$ cat src/rtl/rv32i_lsu_pkg.sv
// rtl/rv32i_lsu_pkg.sv - shared size codes, FSM states and helpers for the load/store unit
package rv32i_lsu_pkg;

    localparam logic [1:0] SZ_B   = 2'b00;
    localparam logic [1:0] SZ_H   = 2'b01;
    localparam logic [1:0] SZ_W   = 2'b10;
    localparam logic [1:0] SZ_ILL = 2'b11;

    typedef enum logic [2:0] {
        IDLE   = 3'd0,
        ACCESS = 3'd1,
        SPLIT  = 3'd2,
        ERR    = 3'd3,
        RESP   = 3'd4
    } lsu_state_t;

    function automatic logic [2:0] num_bytes(input logic [1:0] size);
        case (size)
            SZ_B:    num_bytes = 3'd1;
            SZ_H:    num_bytes = 3'd2;
            SZ_W:    num_bytes = 3'd4;
            default: num_bytes = 3'd0;
        endcase
    endfunction

endpackage

$ cat src/rtl/rv32i_load_ext.sv
// rtl/rv32i_load_ext.sv - sign/zero extension of right-justified load data
module rv32i_load_ext
    import rv32i_lsu_pkg::*;
(
    input  logic [31:0] v,
    input  logic [1:0]  size,
    input  logic        uns,
    output logic [31:0] ext
);

    always_comb begin
        case (size)
            SZ_B:    ext = uns ? {24'b0, v[7:0]}  : {{24{v[7]}}, v[7:0]};
            SZ_H:    ext = uns ? {16'b0, v[15:0]} : {{16{v[15]}}, v[15:0]};
            default: ext = v;
        endcase
    end

endmodule

$ cat src/rtl/rv32i_lsu.sv
// rtl/rv32i_lsu.sv - load/store unit driving a naturally aligned byte-banked data memory
module rv32i_lsu
    import rv32i_lsu_pkg::*;
#(
    parameter int ALLOW_MISALIGNED = 1
) (
    input  logic        clk,
    input  logic        rst,
    input  logic        req_valid,
    output logic        req_ready,
    input  logic        req_we,
    input  logic [31:0] req_addr,
    input  logic [31:0] req_wdata,
    input  logic [1:0]  req_size,
    input  logic        req_unsigned,
    output logic        rsp_valid,
    output logic [31:0] rsp_rdata,
    output logic        rsp_err,
    output logic [31:0] baddr,
    output logic [31:0] bdi,
    input  logic [31:0] bdo,
    output logic        bwr,
    output logic [1:0]  bsz
);

    lsu_state_t  state;
    logic [31:0] addr_q;
    logic [31:0] wdata_q;
    logic [1:0]  size_q;
    logic        we_q;
    logic        uns_q;
    logic [1:0]  k_q;
    logic [31:0] buf_q;

    logic        misaligned;
    logic        last_byte;
    logic [31:0] split_val;
    logic [31:0] ext_in;
    logic [31:0] ext_out;

    assign misaligned = (req_size == SZ_H && req_addr[0]) ||
                        (req_size == SZ_W && req_addr[1:0] != 2'b00);
    assign last_byte  = ({1'b0, k_q} == num_bytes(size_q) - 3'd1);
    assign req_ready  = (state == IDLE);

    // Buffer with the byte arriving this cycle merged in, so the final byte can be extended directly.
    always_comb begin
        split_val = buf_q;
        split_val[{k_q, 3'b000} +: 8] = bdo[7:0];
    end

    assign ext_in = (state == SPLIT) ? split_val : bdo;

    rv32i_load_ext u_ext (
        .v    (ext_in),
        .size (size_q),
        .uns  (uns_q),
        .ext  (ext_out)
    );

    // Memory port is a pure decode of registered state.
    always_comb begin
        baddr = 32'h0;
        bdi   = 32'h0;
        bwr   = 1'b0;
        bsz   = SZ_W;
        case (state)
            ACCESS: begin
                baddr = addr_q;
                bsz   = size_q;
                bdi   = wdata_q;
                bwr   = we_q;
            end
            SPLIT: begin
                baddr = addr_q + {30'b0, k_q};
                bsz   = SZ_B;
                bdi   = {24'b0, wdata_q[{k_q, 3'b000} +: 8]};
                bwr   = we_q;
            end
            default: ;
        endcase
    end

    always_ff @(posedge clk) begin
        if (rst) begin
            state     <= IDLE;
            addr_q    <= 32'h0;
            wdata_q   <= 32'h0;
            size_q    <= SZ_W;
            we_q      <= 1'b0;
            uns_q     <= 1'b0;
            k_q       <= 2'd0;
            buf_q     <= 32'h0;
            rsp_valid <= 1'b0;
            rsp_rdata <= 32'h0;
            rsp_err   <= 1'b0;
        end else begin
            case (state)
                IDLE: begin
                    rsp_valid <= 1'b0;
                    rsp_err   <= 1'b0;
                    rsp_rdata <= 32'h0;
                    if (req_valid) begin
                        addr_q  <= req_addr;
                        wdata_q <= req_wdata;
                        size_q  <= req_size;
                        we_q    <= req_we;
                        uns_q   <= req_unsigned;
                        k_q     <= 2'd0;
                        buf_q   <= 32'h0;
                        if (req_size == SZ_ILL || (misaligned && ALLOW_MISALIGNED == 0)) begin
                            // The error response is presented in the ERR cycle itself.
                            state     <= ERR;
                            rsp_valid <= 1'b1;
                            rsp_err   <= 1'b1;
                        end else if (misaligned) begin
                            state <= SPLIT;
                        end else begin
                            state <= ACCESS;
                        end
                    end
                end
                ACCESS: begin
                    state     <= RESP;
                    rsp_valid <= 1'b1;
                    rsp_err   <= 1'b0;
                    rsp_rdata <= we_q ? 32'h0 : ext_out;
                end
                SPLIT: begin
                    buf_q <= split_val;
                    if (last_byte) begin
                        state     <= RESP;
                        rsp_valid <= 1'b1;
                        rsp_err   <= 1'b0;
                        rsp_rdata <= we_q ? 32'h0 : ext_out;
                    end else begin
                        k_q <= k_q + 2'd1;
                    end
                end
                ERR, RESP: begin
                    state     <= IDLE;
                    rsp_valid <= 1'b0;
                    rsp_err   <= 1'b0;
                    rsp_rdata <= 32'h0;
                end
                default: state <= IDLE;
            endcase
        end
    end

endmodule

$ cat config.mk
export PLATFORM = sky130hd
export DESIGN_NAME = rv32i_lsu
export DESIGN_NICKNAME = d
export VERILOG_FILES = /design/src/rtl/rv32i_lsu_pkg.sv /design/src/rtl/rv32i_load_ext.sv /design/src/rtl/rv32i_lsu.sv
export SDC_FILE = /design/constraint.sdc
export NUM_CORES = 1
export LEC_CHECK = 0
export ABC_AREA = 1
export CAP_MARGIN = 20
export CORE_MARGIN = 4
export CORE_UTILIZATION = 49
export DETAILED_ROUTE_END_ITERATION = 12
export PLACE_DENSITY_LB_ADDON = 0.1
export SLEW_MARGIN = 20
export SYNTH_ARGS = -nofsm -noshare
export SYNTH_HDL_FRONTEND = slang
export SYNTH_SLANG_ARGS = --single-unit
$ cat constraint.sdc
create_clock -name clk -period 3.15 [get_ports clk]
set_clock_uncertainty 0.2 [all_clocks]
set_input_delay 0.315 -clock clk [delete_from_list [all_inputs] [get_ports clk]]
set_output_delay 0.315 -clock clk [all_outputs]
set_load 0.02 [all_outputs]
### Word level (Yosys, flattened, before mapping)

Index checks and enable logic that the tools add are counted.

| storage, ports and cells | value |
|---|---|
| input bits | 103 |
| logic and storage cells | 81 |
| flip-flop bits (word level) | 139 |
| output and inout port bits | 102 |

| cells by class | value |
|---|---|
| reductions and logical operators | 21 |
| shifts and indexed selects | 3 |
| eq/ne operators | 13 |
| add/subtract/negate cells | 4 |
| muxes and demuxes | 29 |

Operator list:

| kind | number |
|---|---|
| $pmux 32 s2 | 4 |
| $mux 32 | 6 |
| $pmux 32 s3 | 1 |
| $add 32x2->32 | 1 |
| $bwmux 32 | 1 |
| $shift 8x7->32 const A | 1 |
| $shiftx 32x6->8 | 1 |
| $shiftx 8x7->32 | 1 |
| $pmux 3 s3 | 2 |
| $reduce_and 2->1 | 6 |
| $mux 2 | 4 |
| $pmux 2 s2 | 2 |
| $neg 5->7 | 1 |
| $eq 2x2->1 const B | 3 |
| $eq 3x2->1 const B | 2 |
| $mux 3 | 2 |
| $ne 2x2->1 const B | 3 |
| $reduce_bool 3->1 | 2 |
| $reduce_or 3->1 | 2 |
| $mux 1 | 5 |
| $eq 2x1->1 const B | 2 |
| $pmux 1 s4 | 1 |
| $reduce_bool 2->1 | 2 |
| $reduce_bool 4->1 | 1 |
| 12 further kinds | 14 |

### Depth between registers and ports, before layout

| logic depth | value |
|---|---|
| depth after elaboration | 9 |
| gate-level depth with buffers | 15 |
| gate-level depth less buffers | 14 |

### By module

A second synthesis with hierarchy kept.

| second synthesis, totals | value |
|---|---|
| cells, all modules | 1343 |
| area total of the unflattened synthesis | 8348.0 sq um |

Modules (own cells, without submodules):

| module | sequential area each (sq um) | times used | cells an instance | area each (sq um) |
|---|---|---|---|---|
| rv32i_lsu | 2782.7 | 1 | 1272 | 7943.9 |
| rv32i_load_ext | 0.0 | 1 | 71 | 404.1 |

### Least setup slack after synthesis

OpenSTA, ideal clock, no wires.

| timing path | value |
|---|---|
| kind | register to register |
| start | reg k_q[0] |
| end | reg rsp_rdata[24] |
| data required time | 2.818 ns |
| stages on the path, launching flop included | 16 |
| data arrival time | 2.167 ns |
| buffers on the path | 4 |
| library setup time | 0.132 ns |
| path slack | 0.651 ns |
| period minus slack after synthesis | 2.499 ns |
| path through | dfxtp_1 -> buf_2 -> inv_2 -> buf_2 -> clkbuf_1 -> ha_1 -> nor2_4 -> nand2_1 -> nand2_1 -> nand2_1 -> nand2_1 -> a21oi_2 -> nand2_4 -> buf_6 -> nand2_1 -> a21oi_1 |

| between the ends | value |
|---|---|
| cells in the longest elaborated chain, start to end | 9 |
| elaborated cells between the ends (all ways) | 14 |
| classes of those cells | add/sub (1); eq/ne (2); shift (2); mux (8); reduce/logical (1) |

RTL lines:

| item | line | text |
|---|---|---|
| start, declared | rv32i_lsu.sv:32 | `logic [1:0] k_q;` |
| start signal, assigned | rv32i_lsu.sv:137 | `k_q <= k_q + 2'd1;` |
| $neg 5->7 | rv32i_lsu.sv:49 | `split_val[{k_q, 3'b000} +: 8] = bdo[7:0];` |
| $shiftx 8x7->32 / $shift 8x7->32 (equally long branches) | rv32i_lsu.sv:49 |  |
| $bwmux 32 | rv32i_lsu.sv:49 |  |
| $mux 32 | rv32i_lsu.sv:52 | `assign ext_in = (state == SPLIT) ? split_val : bdo;` |
| $mux 32, on equally long branches | rv32i_load_ext.sv:14, rv32i_load_ext.sv:13 |  |
| $pmux 32 s2 | rv32i_load_ext.sv:12 | `case (size)` |
| $mux 32 | rv32i_lsu.sv:127, rv32i_lsu.sv:135 |  |
| $mux 32 | rv32i_lsu.sv:131 | `if (last_byte) begin` |
| $pmux 32 s3 | rv32i_lsu.sv:98 | `case (state)` |
| end signal, assigned | rv32i_lsu.sv:127 | `rsp_rdata <= we_q ? 32'h0 : ext_out;` |
| end signal, assigned | rv32i_lsu.sv:135 | `rsp_rdata <= we_q ? 32'h0 : ext_out;` |
| end, declared | rv32i_lsu.sv:17 | `output logic [31:0] rsp_rdata,` |

Parallel ways exist; a longest one is shown, timed or not. The select of a mux whose other input is x is not followed.
A chain may end at the register's enable or synchronous reset.

### Worst setup path after layout

| timing path | value |
|---|---|
| start | reg addr_q[0] |
| end | out baddr[20] |

| between the ends | value |
|---|---|
| cells in the longest elaborated chain, start to end | 2 |

RTL lines:

| item | line | text |
|---|---|---|
| start, declared | rv32i_lsu.sv:27 | `logic [31:0] addr_q;` |
| start signal, assigned | rv32i_lsu.sv:104 | `addr_q <= req_addr;` |
| $add 32x2->32 | rv32i_lsu.sv:75 | `baddr = addr_q + {30'b0, k_q};` |
| $pmux 32 s2 | rv32i_lsu.sv:67 | `case (state)` |
| end, declared | rv32i_lsu.sv:19 | `output logic [31:0] baddr,` |

Every way passes these cells.

==> flow_metrics.tcl <==
set metrics [dict create \
    die_w_um 133 \
    route.detailed.drc 0 \
    timing.critical_path.cells "ha_1 -> fa_1 -> nand2_1 -> nor2_2 -> nand3_2 -> nor2_4 -> nand2_2 -> nor2_1 -> nand2_1 -> nand3_1 -> o21ai_0 -> dlygate4sd1_1" \
    final_design_area_no_fill_um2 10500 \
    die-area_um2 17700 \
    synth_top_area_share_pct 36.4 \
    die-height_um 133 \
    drt-wirelength-per-cell_um 15.8 \
    r2r_cells 12 \
    dpl.hpwl_um 18000 \
    clock_tree.buffer_depth 2 \
    cell_with_the_most_instances_on_the_worst_path "nand2_1" \
    grt_overflow 0 \
    clk_transition_reported_paths_ns 0.06 \
    drt-total-wl_um 25500 \
    tritoncts "yes" \
    finalWorstPathRequiredPeriod_ns 3.02 \
    cts_inserted_buffers 17 \
    biggest_fanout_along_the_worst_timing_path 5 \
    port_buffers 204 \
    synth.cell_area_um2 7640 \
    post-route-period-util_pct 95.8 \
    max-vdd-ir-drop_mv 0.370 \
    hold_wc_startpoint "buf_q[24]" \
    cts.root.buffer_cell "clkbuf_16" \
    final_hold_vios 0 \
    synthesis.area_per_instance_um2 6.28 \
    r2r_setup_slack_ns 0.41 \
    status "completed" \
    final_nets 1503 \
    drive_above_1_share_pct 6.91 \
    synth_common_cells "323 x nand2_1, 164 x a21oi_1, 139 x dfxtp_1" \
    synth.yosys.warnings 0 \
    antenna_found_initial 0 \
    worstMarginPinSlew_ns 0.777 \
    final_max_slew_viol_count 0 \
    cp_startpoint_kind "flip-flop" \
    rsz_0062_raised_after_global_routing "yes" \
    design.portCount 205 \
    sequential_area_share_after_synthesis_pct 36.4 \
    netlist_instances 1216 \
    synth_cell_types 35 \
    avgViaCountPerCell 5.33 \
    holdPathEnd "buf_q[24]" \
    routabilityCongestion 0.944 \
    grt_first_pass_wirelength_um 40900 \
    start_to_end_type_of_the_worst_setup_path "flip-flop to output pin" \
    start_util_pct 50.1 \
    synth_top_cell_by_area "dfxtp_1" \
    area_growth_pct 37.0 \
    cp.arrival_ns 2.50 \
    critPathMaxStageDelay_ns 0.36 \
    fmax_mhz 332 \
    finish.utilization_pct 68.6 \
    placedInstanceArea_um2 9810 \
    synth_edf_count 0 \
    dr_total_vias 8618 \
    detailedRoute.firstPassIterationCount 6 \
    first_global_vias 8050 \
    clock_latency_ns 0.41 \
    synth_top_flop_cell "dfxtp_1" \
    cts.sinks 139 \
    critPathCaptureType "output pin" \
    relSlewSlack_pct 48.2 \
    detail-route-antenna-nets 0 \
    critical_path.reg2reg.endpoint "rsp_rdata[8]" \
    max_cap_viols 0 \
    min_path_type "flip-flop to flip-flop" \
    core.rowCount 45 \
    grt_start_max_net_pins 84 \
    critical_path_required_ns 2.63 \
    all_layer_gr_usage_pct 28.2 \
    yosys.cell_count.top_type "nand2_1" \
    first_iter_violations 728 \
    worstPathBufferInverterCount 1 \
    worstReg2RegStart "k_q[0]" \
    cp.depth 12 \
    cp_slowest_cell "dfxtp_1" \
    async_flop_share_pct 0 \
    setup_viol_count_final 0 \
    cp_top_family "simple AND/OR/NAND/NOR gates" \
    leakagePower_uw 0.00431 \
    cts_htree_levels 4 \
    synth.top_cells.by_area "dfxtp_1 36%, nand2_1 16%, a21oi_1 11%" \
    worst_hold_slack_ns 0.262 \
    postSynthNetCount 1328 \
    floorplan.core_area_um2 15300 \
    number_of_synthesized_register_bits 139 \
    fillerInstances 1367 \
    whs_path_depth 2 \
    power.density_cell_area_nw_per_um2 495 \
]
==> cell type report <==
| class | instances | area, um2 | area share (%) |
|---|---|---|---|
| Clock buffer | 20 | 447 | 4.27 |
| Antenna cell | 1 | 2.50 | 0.0239 |
| Clock inverter | 12 | 171 | 1.64 |
| Tap cell | 211 | 264 | 2.52 |
| Multi-Input combinational cell | 904 | 4220 | 40.3 |
| Sequential cell | 139 | 2780 | 26.6 |
| Timing Repair Buffer | 226 | 2190 | 20.9 |
| Inverter | 103 | 389 | 3.72 |
==> placed cells by master (no fill, tap or decap), drive strengths merged, types with 3 or more instances in the layout <==
master         instances
clkdlybuf4s50        175
a21o                   9
nand4                 10
clkdlybuf4s15          3
buf                   24
clkinv                10
bufinv                 4
nand3                 73
nor2                 141
nand2                327
dlymetal6s2s           7
o22ai                 11
dlygate4sd2            9
ha                     8
clkbuf                26
inv                  101
dfxtp                139
nor3                  14
o21ai                132
a21oi                166
==> worst max-delay path by stage <==
stage | start | to | slack [ns]
final | addr_q[0] | baddr[20] | 0.13
after global routing | addr_q[0] | baddr[30] | -0.05
after CTS | addr_q[0] | baddr[30] | 0.01
after detailed placement | addr_q[0] | baddr[30] | 0.16
after global placement | addr_q[0] | baddr[20] | 0.21
after floorplan | k_q[0] | rsp_rdata[24] | 0.65
==> repair_timing <==
action | CTS | global route
cloned | 0 | 0
buffers inserted | 0 | 0
setup endpoints to repair | 25 | 31
hold buffers | 0 | 0
resized for setup | 32 | 45
==> tightest hold or removal path: stages, from the launching register on <==
cell and delay, ns:
dfxtp_1 0.31, nand2_1 0.06, a21oi_1 0.05
==> registers in the layout, indices dropped and copies added, names as in the netlist <==
register	cells
state	3
addr_q	32
wdata_q	32
rsp_err	1
rsp_rdata	32
size_q	2
k_q	2
we_q	1
uns_q	1
buf_q	32
rsp_valid	1
==> logic make-up after synthesis <==
kind of cell,Yosys count,synth area share [%]
compound gates,327,22.3
xor+xnor,2,0.229
fa+ha+maj,9,1.57
buf+inv,173,9.17
flops,139,36.4
simple gates,566,30.3
==> power breakdown <==
group          total [uW]  switching [uW]  internal [uW]  leakage (uW)
sequential           1970            92.3           1880       0.00114
combinational        1080             680            398       0.00286
clock                2130             787           1340      0.000307
total                5180            1560           3620       0.00431
==> stage by stage <==
| stage | cells | TNS (ns) | total power, uW | setup slack (ns) |
|---|---|---|---|---|
| floorplan | 1216 | 0 | 2650 | 0.651 |
| global placement | 1583 | 0 | 3080 | 0.208 |
| detailed placement | 1583 | 0 | 3080 | 0.160 |
| CTS | 1615 | 0 | 5180 | 0.0140 |
| global route | 1615 | -0.132 | 5390 | -0.0462 |
| finish | 1616 | 0 | 5180 | 0.134 |
==> layer usage <==
layer / vias to the layer above / global-route usage [%] / wire length, um
li1: 4331 / - / -
met1: 3922 / 36.9 / 11100
met2: 328 / 45.1 / 11800
met3: 37 / 8.17 / 1980
met4: 0 / 8.72 / 533
met5: - / 0 / 0
No activity file was read; power rests on OpenSTA's default activity.
